### config.mk
export PLATFORM = sky130hd
export DESIGN_NAME = dmux16_2way_stream
export DESIGN_NICKNAME = d
export VERILOG_FILES = /design/src/rtl/hack_pkg.sv /design/src/rtl/fifo16_sync.sv /design/src/rtl/dmux16_2way_stream.sv
export SDC_FILE = /design/constraint.sdc
export NUM_CORES = 1
export LEC_CHECK = 0
export CORE_MARGIN = 2
export CORE_UTILIZATION = 40
export CTS_BUF_LIST = sky130_fd_sc_hd__clkbuf_4
export DETAILED_ROUTE_END_ITERATION = 12
export DONT_BUFFER_PORTS = 1
export PLACE_DENSITY = 0.52
export SLEW_MARGIN = 20
export SYNTH_ARGS = -nofsm -noshare
export SYNTH_HDL_FRONTEND = slang
export SYNTH_SLANG_ARGS = --single-unit
export TNS_END_PERCENT = 1
### constraint.sdc
create_clock -name clk -period 2.4 [get_ports clk]
set_clock_uncertainty 0.05 [all_clocks]
set_input_delay 0.48 -clock clk [delete_from_list [all_inputs] [get_ports clk]]
set_output_delay 0.48 -clock clk [all_outputs]
set_load 0.02 [all_outputs]
### src/rtl/hack_pkg.sv
// hack_pkg: word width and routing constants shared by the 16-bit mux/demux blocks.
package hack_pkg;
    localparam int DEF_WIDTH = 16;
    localparam logic SEL_A = 1'b1;
    localparam logic SEL_B = 1'b0;
endpackage

### src/rtl/fifo16_sync.sv
// fifo16_sync: synchronous FIFO with count, full/empty and head-of-queue data.
module fifo16_sync
    import hack_pkg::*;
#(
    parameter int WIDTH = DEF_WIDTH,
    parameter int DEPTH = 2,
    localparam int CW = $clog2(DEPTH) + 1,
    localparam int AW = $clog2(DEPTH)
) (
    input  logic             clk,
    input  logic             reset,
    input  logic             push,
    input  logic [WIDTH-1:0] wdata,
    input  logic             pop,
    output logic [WIDTH-1:0] rdata,
    output logic [CW-1:0]    count,
    output logic             full,
    output logic             empty
);
    logic [WIDTH-1:0] mem [DEPTH];
    logic [AW-1:0] wptr, rptr;
    logic do_push, do_pop;

    assign full = count == CW'(DEPTH);
    assign empty = count == '0;
    // full is judged on the registered count, so a same-cycle pop never frees room for a push
    assign do_push = push & ~full;
    assign do_pop = pop & ~empty;
    assign rdata = mem[rptr];

    always_ff @(posedge clk) begin
        if (reset) begin
            wptr <= '0;
            rptr <= '0;
            count <= '0;
            for (int i = 0; i < DEPTH; i++) mem[i] <= '0;
        end else begin
            if (do_push) begin
                mem[wptr] <= wdata;
                wptr <= wptr + AW'(1);
            end
            if (do_pop) rptr <= rptr + AW'(1);
            count <= count + CW'(do_push) - CW'(do_pop);
        end
    end
endmodule

### src/rtl/dmux16_2way_stream.sv
// dmux16_2way_stream: routes a valid/ready word stream to port A (sel=1) or B (sel=0),
// each side buffered by its own FIFO so one stalled consumer does not block the other.
module dmux16_2way_stream
    import hack_pkg::*;
#(
    parameter int WIDTH = DEF_WIDTH,
    parameter int DEPTH = 2,
    localparam int CW = $clog2(DEPTH) + 1
) (
    input  logic             clk,
    input  logic             reset,
    input  logic [WIDTH-1:0] in_data,
    input  logic             in_sel,
    input  logic             in_valid,
    output logic             in_ready,
    output logic [WIDTH-1:0] a_data,
    output logic             a_valid,
    input  logic             a_ready,
    output logic [CW-1:0]    a_count,
    output logic [WIDTH-1:0] b_data,
    output logic             b_valid,
    input  logic             b_ready,
    output logic [CW-1:0]    b_count
);
    logic full_a, full_b, empty_a, empty_b, push_a, push_b;

    // ready comes only from registered occupancy, never from the consumers' ready
    assign in_ready = ~reset & (in_sel == SEL_A ? ~full_a : ~full_b);
    assign push_a = in_valid & in_ready & (in_sel == SEL_A);
    assign push_b = in_valid & in_ready & (in_sel == SEL_B);
    assign a_valid = ~empty_a;
    assign b_valid = ~empty_b;

    fifo16_sync #(.WIDTH(WIDTH), .DEPTH(DEPTH)) u_fifo_a (
        .clk(clk), .reset(reset), .push(push_a), .wdata(in_data), .pop(a_ready),
        .rdata(a_data), .count(a_count), .full(full_a), .empty(empty_a)
    );

    fifo16_sync #(.WIDTH(WIDTH), .DEPTH(DEPTH)) u_fifo_b (
        .clk(clk), .reset(reset), .push(push_b), .wdata(in_data), .pop(b_ready),
        .rdata(b_data), .count(b_count), .full(full_b), .empty(empty_b)
    );
endmodule

==> results of run 1 <==
## how the worst max path moves through the flow
stage / cells after the start / to / startpoint / slack, ns
after CTS: 3 / in_ready / u_fifo_b.count[0] / 0.20
after floorplan: 3 / u_fifo_a.mem[0][0] / in_valid / 0.40
final: 3 / in_ready / u_fifo_b.count[0] / 0.24
after global placement: 3 / u_fifo_b.mem[0][2] / u_fifo_b.count[0] / 0.59
after detailed placement: 3 / u_fifo_b.mem[0][2] / u_fifo_b.count[0] / 0.54
after global routing: 3 / in_ready / u_fifo_b.count[0] / 0.13
## stage by stage
stage	power, mW	hold slack, ns	utilization, %	std cells	area (µm²)
after global routing	3.73	0.0397	44.7	349	3620
after CTS	3.59	0.0459	44.7	349	3620
after floorplan	2.48	0.431	-	231	3300
final	3.55	0.0793	44.7	349	3620
after detailed placement	2.65	0.451	42.5	333	3440
after global placement	2.64	0.449	42.5	333	3440
## state kept, by name, summed over array words and instances, names as in the netlist, named ones only
name,cells
u_fifo_b.wptr,1
u_fifo_a.mem,32
u_fifo_b.count,2
u_fifo_b.mem,32
u_fifo_b.rptr,1
u_fifo_a.rptr,1
u_fifo_a.wptr,1
u_fifo_a.count,2
## layout make-up
type	count	area share, %
Inverter	7	0.727
Timing Repair Buffer	8	1.66
Tap cell	105	3.63
Multi-Input combinational cell	139	30.4
Clock inverter	7	2.98
Clock buffer	9	1.87
Sequential cell	74	58.7
## routing by layer
metal	vias up	track usage (%)	wire length (µm)
met5	-	0	0
met4	0	6.88	89
met3	9	6.62	539
met2	48	23.9	3100
met1	824	18.0	2720
li1	856	-	-
## kinds of logic (layout without fill, tap and decap cells)
kind of cell             after synthesis  after routing  synth area share, %
adder cells (fa/ha/maj)                4              4                 1.51
XOR/XNOR                               4              4                 1.06
flip-flops                            74             74                 64.2
multiplexers                          32             32                 10.9
AND/OR/NAND/NOR                       92             92                 18.2
AO/OA/AOI/OAI                          7              7                 1.67
buffers and inverters                 18             31                 2.46
## cells in the final DEF, fill, tap and decap left out
cell type | synthesis | layout
and2_1 | 34 | 34
clkinv_1 | 0 | 2
nor3_4 | 1 | 1
inv_2 | 1 | 1
and3_1 | 32 | 32
a21o_1 | 1 | 1
and2b_1 | 2 | 2
nand2_1 | 1 | 1
nor4_4 | 2 | 2
buf_4 | 0 | 8
clkbuf_4 | 0 | 9
or2_1 | 1 | 1
clkinv_2 | 0 | 2
ha_1 | 4 | 4
mux2_2 | 32 | 32
nand2b_1 | 1 | 1
or2_2 | 3 | 3
bufinv_16 | 0 | 3
xnor2_1 | 2 | 2
nor3_1 | 3 | 3
o21a_1 | 3 | 3
dfxtp_1 | 10 | 10
inv_1 | 6 | 6
nor2b_1 | 2 | 2
o21bai_1 | 1 | 1
a31o_2 | 1 | 1
or2b_4 | 1 | 1
nor3_2 | 1 | 1
nor2_1 | 8 | 8
edfxtp_1 | 64 | 64
xor2_1 | 2 | 2
o311ai_0 | 1 | 1
## power breakdown
group          internal, mW  switching (mW)  total (mW)
combinational         0.347           0.574       0.921
clock                 0.518           0.434       0.951
sequential             1.55           0.120        1.67
total                  2.42            1.13        3.55
==> impl_metrics.ini, run 1 <==
[status]
outcome = complete, no violations

[final_layout]
fill_cells = 776
seq_area_mm2 = 0.00212
multi_input_area_mm2 = 0.00110
nNetsFinal = 265
area_delta_synth_final_pct = 9.43
drive_above_1_share_pct = 26.2
n_antenna_cell = 0

[worst_hold_path]
min_to = u_fifo_a.rptr
min_path_type = in2reg
min_from = reset
hold_path_depth = 1

[cts]
worst_skew_pair.late_latency_ns = 0.40
root_buffer = clkbuf_4
clkSinkCount = 74
clk_pin_slew_ns = 0.12
clockBufferDepth = 2
h-tree-depth = 3
cts_setup_buffers = 0
cts_tree = done
cts_hold_buf = 0
post_cts_resized = 0
cts_made_buffers = 9

[timing]
worstMarginPinSlew_ns = 0.653
layout_worst_path_cycle_share_pct = 90.2
maxSlewHeadroom_pct = 56.4
hold_violations = 0
min_period_ns = 2.16
setup_viol = 0
rsz0062_at_grt = false
fin_tns_setup_ns = 0
slew_violations = 0
setup_ws_ns = 0.236
clock.fmax_mhz = 462

[worst_setup_path]
crit_path_max_fanout = 5
r2r_slack_ns = 0.54
r2r-start = u_fifo_b.count[0]
required_ns = 1.87
crit_slowest_cell = dfxtp_1
r2r_end = u_fifo_b.mem[0][8]
arrival_ns = 1.63
end_kind = output port
path_class = reg2out
r2r_cells = 3
crit_path_max_incr_delay_ns = 0.52
critPathLaunchType = flop
cp_cell_sequence = and2b_1 > nor2_1 > o21a_1
crit_buf_inv = 0
critical_path.top_delay_family = flip-flops

[synth]
netlist_instances = 231
synth_area_leader_cell = edfxtp_1
synth_most_common_cell = edfxtp_1
avgSynthCellArea_um2 = 14.3
synth-edff-count = 64
async_reset_ff_share_pct = 0
synth_nets = 257
ys.flop_type = edfxtp_1
synth.distinct_cells = 30
yosysWarnings = 0
yosysSeqAreaShare_pct = 64.2
synthTopCellsByArea = edfxtp_1 58%, mux2_2 11%, and2_1 6.4%
synth_common_cells = 64 x edfxtp_1, 34 x and2_1, 32 x and3_1, 32 x mux2_2, 10 x dfxtp_1
netlist_area_mm2 = 0.00330
synth_seq_cells = 74
synth_top_cell_area_share_pct = 58.2

[routing]
routed-via-count = 1737
viasPerCell = 4.98
wl_mm = 6.45
dr.pass1.iters = 4
ant_nets = 0
drc_errors = 0
wire_per_inst_um = 18.5
drtIter0Drc = 69

[grt]
track_usage_pct = 15.2
antenna_found_initial = 0
grt_max_degree = 20
grt_pass1_wl_mm = 9.69
grt_overflow = 0
grt_pass1_vias = 1749

[place]
dp_hpwl_mm = 4.13
gp_congestion = 0.750
port_buffers = 0
pre_cts_slack_ns = 0.541

[power_and_ir_drop]
power_density_mw_per_mm2 = 981
p_leak_nw = 1.49
vdd_ir_drop_max_mv = 0.409

[job]
cap_viol_max_count = 0

[floorplan]
core_mm2 = 0.00809
die_height_um = 94.9
die_x_um = 94.9
placementRows = 33
start_util_pct = 40.8
die_area_mm2 = 0.00900
num_io_pins = 61
Note: power is estimated with default switching activity, not from simulation.
==> inputs of run 2 (changes only) <==
--- a/config.mk
+++ b/config.mk
@@ -5,7 +5,6 @@
 export SDC_FILE = /design/constraint.sdc
 export NUM_CORES = 1
 export LEC_CHECK = 0
-export CORE_MARGIN = 2
 export CORE_UTILIZATION = 40
 export CTS_BUF_LIST = sky130_fd_sc_hd__clkbuf_4
 export DETAILED_ROUTE_END_ITERATION = 12
==> run 2 against run 1 <==
Against the previous run:
- clock-buffer cell count is the same
- cell count is the same
- clock power grew 2.4%
- critical path depth shrank 1
- utilization grew 1.8 points
- combinational power is essentially flat
- first-iteration DRC count shrank 41%
- non-clock buffer count grew 3
- global-route usage grew 1.0 points
- largest cell class unchanged
- largest power group unchanged
==> impl_metrics.ini, run 2 (same netlist as run 1, synthesis figures left out) <==
[floorplan]
start_util_pct = 42.1
num_io_pins = 61
die_area_mm2 = 0.00863
placementRows = 32
core_mm2 = 0.00785
die_height_um = 92.9
die_x_um = 92.9

[timing]
fin_tns_setup_ns = 0
worstMarginPinSlew_ns = 0.651
layout_worst_path_cycle_share_pct = 91.4
rsz0062_at_grt = false
maxSlewHeadroom_pct = 56.6
hold_slack_ns = 0.0735
setup_ws_ns = 0.206
clock.fmax_mhz = 456
min_period_ns = 2.19
slew_violations = 0
hold_violations = 0
setup_viol = 0

[grt]
grt_max_degree = 20
grt_pass1_vias = 1767
track_usage_pct = 16.2
grt_overflow = 0
grt_pass1_wl_mm = 9.98
antenna_found_initial = 0

[worst_setup_path]
critical_path.top_delay_family = flip-flops
r2r_end = u_fifo_b.mem[1][6]
r2r-start = u_fifo_b.count[0]
crit_path_max_incr_delay_ns = 0.57
path_class = reg2out
critPathLaunchType = flop
arrival_ns = 1.66
crit_buf_inv = 1
crit_path_max_fanout = 9
end_kind = output port
cp_cell_sequence = buf_4 > mux2_2
crit_slowest_cell = dfxtp_1
required_ns = 1.87
r2r_slack_ns = 0.56
r2r_cells = 3

[final_layout]
drive_above_1_share_pct = 27.9
largestRegisters = u_fifo_a.mem x32, u_fifo_b.mem x32
nNetsFinal = 268
fin_area_mm2 = 0.00364
mostFrequentLayoutCell = edfxtp_1
n_antenna_cell = 0
area_delta_synth_final_pct = 10.3
final_cell_mix = 64 x edfxtp_1, 34 x and2_1, 32 x mux2_2, 32 x and3_1, 11 x buf_4

[worst_hold_path]
min_from = reset
hold_path_depth = 1
min_to = u_fifo_a.count[0]
min_path_type = in2reg

[cts]
root_buffer = clkbuf_4
post_cts_resized = 0
cts_hold_buf = 0
cts_setup_buffers = 0
cts_tree = done
h-tree-depth = 3
clkSinkCount = 74
clk_pin_slew_ns = 0.12
clockBufferDepth = 2
worst_skew_pair.late_latency_ns = 0.41
cts_made_buffers = 9

[routing]
drtIter0Drc = 41
ant_nets = 0
drc_errors = 0
wl_mm = 6.51
viasPerCell = 5.17
routed-via-count = 1804
wire_per_inst_um = 18.7
dr.pass1.iters = 4

[place]
gp_congestion = 0.689
placed_area_mm2 = 0.00346
dp_hpwl_mm = 4.24
pre_cts_slack_ns = 0.548
port_buffers = 0

[status]
outcome = complete, no violations

[job]
cap_viol_max_count = 0

[power_and_ir_drop]
power.total_mw = 3.58
power_density_mw_per_mm2 = 982
p_leak_nw = 1.51
vdd_ir_drop_max_mv = 0.439
[run 2: cell types whose count changed in the layout (fill, tap and decap cells not counted)]
cell      change
clkinv_4      +2
buf_4         +3
clkinv_1      -2
[run 2: worst max-delay path by stage]
stage	cells after the start	from	to	slack, ns
2_1_floorplan	3	in_valid	u_fifo_a.mem[0][0]	0.40
3_5_place_dp	3	u_fifo_b.count[0]	u_fifo_b.mem[0][3]	0.55
4_1_cts	2	flop	a_data[1]	0.13
3_3_place_gp	3	u_fifo_b.count[0]	u_fifo_b.mem[0][7]	0.57
5_1_grt	2	flop	a_data[0]	0.09
6_report	2	flop	a_data[1]	0.21
[run 2: metrics by stage]
step / util (%) / cells
floorplan: - / 231
global placement: 44.1 / 333
detailed placement: 44.1 / 333
CTS: 46.4 / 349
global route: 46.4 / 349
finish: 46.4 / 349
[run 2: layout make-up]
class                   count  area, µm²
clock buffers               9       67.6
multi-input cells         139       1100
flip-flops and latches     74       2120
clock inverters             7        118
well taps                 102        128
inverters                   7       26.3
fillers                   731       4200
repair buffers             11       82.6
[run 2: per-layer routing]
metal	track usage, %	up-vias	part of all wire, %
li1	-	860	-
met1	21.2	894	46
met2	25.0	40	47
met3	4.35	10	5.1
met4	7.69	0	1.6
met5	0	-	0
[run 2: where the power goes]
part	switching, mW	internal, mW	leakage, nW
combinational	0.565	0.353	0.663
clock	0.447	0.527	0.0999
sequential	0.134	1.55	0.748
total	1.15	2.44	1.51
[run 2: worst register-to-register path, stage by stage (launching register included)]
cell and delay [ns]:
dfxtp_1 0.51, and2b_1 0.29, nor2_1 0.15, a31o_2 0.49
==> inputs of run 3 (changes only) <==
--- a/config.mk
+++ b/config.mk
@@ -9,6 +9,7 @@
 export CTS_BUF_LIST = sky130_fd_sc_hd__clkbuf_4
 export DETAILED_ROUTE_END_ITERATION = 12
 export DONT_BUFFER_PORTS = 1
+export MAX_ROUTING_LAYER = met4
 export PLACE_DENSITY = 0.52
 export SLEW_MARGIN = 20
 export SYNTH_ARGS = -nofsm -noshare
==> run 3 against run 2 <==
Against the previous run:
- total power barely moved
- utilization did not move
- non-clock buffer count did not move
- largest power group unchanged
- largest cell class unchanged
- critical path depth did not move
- cell count did not move
- clock power barely moved
- first-iteration DRC count rose by 9.8%
==> impl_metrics.ini, run 3 (same netlist as run 1, synthesis figures left out) <==
[grt]
grt_pass1_wl_mm = 10.0
antenna_found_initial = 0
grt_max_degree = 20
grt_pass1_vias = 1767
track_usage_pct = 16.7
grt_overflow = 0

[worst_hold_path]
min_path_type = in2reg
min_to = u_fifo_a.count[0]
hold_path_depth = 1
min_from = reset

[routing]
drtIter0Drc = 45
wire_per_inst_um = 18.7
routed-via-count = 1817
wl_mm = 6.52
dr.pass1.iters = 4
ant_nets = 0
viasPerCell = 5.21
drc_errors = 0

[worst_setup_path]
crit_buf_inv = 1
arrival_ns = 1.67
critical_path.top_delay_family = flip-flops
r2r_end = u_fifo_b.mem[1][6]
critPathLaunchType = flop
r2r-start = u_fifo_b.count[0]
end_kind = output port
crit_slowest_cell = dfxtp_1
r2r_slack_ns = 0.56
crit_path_max_fanout = 9
required_ns = 1.87
r2r_cells = 3
path_class = reg2out
cp_cell_sequence = buf_4 > mux2_2
path_depth = 2
crit_path_max_incr_delay_ns = 0.57

[power_and_ir_drop]
vdd_ir_drop_max_mv = 0.440
p_leak_nw = 1.51
power_density_mw_per_mm2 = 983
power.total_mw = 3.58

[final_layout]
final_cell_mix = 64 x edfxtp_1, 34 x and2_1, 32 x mux2_2, 32 x and3_1, 11 x buf_4
fin_cells = 349
fill_cells = 731
n_antenna_cell = 0
seq_area_mm2 = 0.00212
multi_input_area_mm2 = 0.00110
area_delta_synth_final_pct = 10.3
nNetsFinal = 268
drive_above_1_share_pct = 27.9
final_util_pct = 46.4
mostFrequentLayoutCell = edfxtp_1
fin_area_mm2 = 0.00364
largestRegisters = u_fifo_a.mem x32, u_fifo_b.mem x32

[floorplan]
placementRows = 32
die_height_um = 92.9
num_io_pins = 61
die_area_mm2 = 0.00863
die_x_um = 92.9
start_util_pct = 42.1
core_mm2 = 0.00785

[cts]
worst_skew_pair.late_latency_ns = 0.40
root_buffer = clkbuf_4
cts_made_buffers = 9
clkSinkCount = 74
clk_pin_slew_ns = 0.12
h-tree-depth = 3
cts_hold_buf = 0
cts_tree = done
cts_setup_buffers = 0
clockBufferDepth = 2
post_cts_resized = 0

[place]
gp_congestion = 0.696
placedCellCount = 333
pre_cts_slack_ns = 0.548
dp_hpwl_mm = 4.24
placed_area_mm2 = 0.00346
port_buffers = 0

[timing]
rsz0062_at_grt = false
min_period_ns = 2.20
layout_worst_path_cycle_share_pct = 91.6
setup_ws_ns = 0.202
hold_violations = 0
fin_tns_setup_ns = 0
clock.fmax_mhz = 455
hold_slack_ns = 0.0753
slew_violations = 0
setup_viol = 0
maxSlewHeadroom_pct = 56.0
worstMarginPinSlew_ns = 0.659

[status]
outcome = complete, no violations

[job]
cap_viol_max_count = 0
==> run 3: cell counts in the layout (fill, tap and decap cells not counted) <==
Identical to the previous run, type by type.
==> run 3: routing by layer <==
metal	global-route usage [%]	part of all wire, %
met5	-	0
met4	7.69	1.3
met3	4.02	4.7
met2	25.1	48
met1	21.4	46
==> run 3: how the worst max path moves through the flow <==
stage | slack (ns) | startpoint | end
3_5_place_dp | 0.55 | u_fifo_b.count[0] | u_fifo_b.mem[0][3]
2_1_floorplan | 0.40 | in_valid | u_fifo_a.mem[0][0]
3_3_place_gp | 0.57 | u_fifo_b.count[0] | u_fifo_b.mem[0][7]
5_1_grt | 0.09 | flop | a_data[0]
4_1_cts | 0.13 | flop | a_data[1]
6_report | 0.20 | flop | a_data[1]
==> run 3: area by class of cell <==
cell class	count	share of cell area (%)
Inverter	7	0.721
Sequential cell	74	58.2
Tap cell	102	3.50
Timing Repair Buffer	11	2.27
Multi-Input combinational cell	139	30.2
Clock buffer	9	1.85
Clock inverter	7	3.23
==> run 3: report_power, final <==
group          internal, mW  total, mW  switching (mW)  leakage [nW]
Combinational         0.353      0.919           0.566         0.663
Clock                 0.527      0.975           0.448        0.0999
Sequential             1.55       1.69           0.135         0.748
Total                  2.44       3.58            1.15          1.51
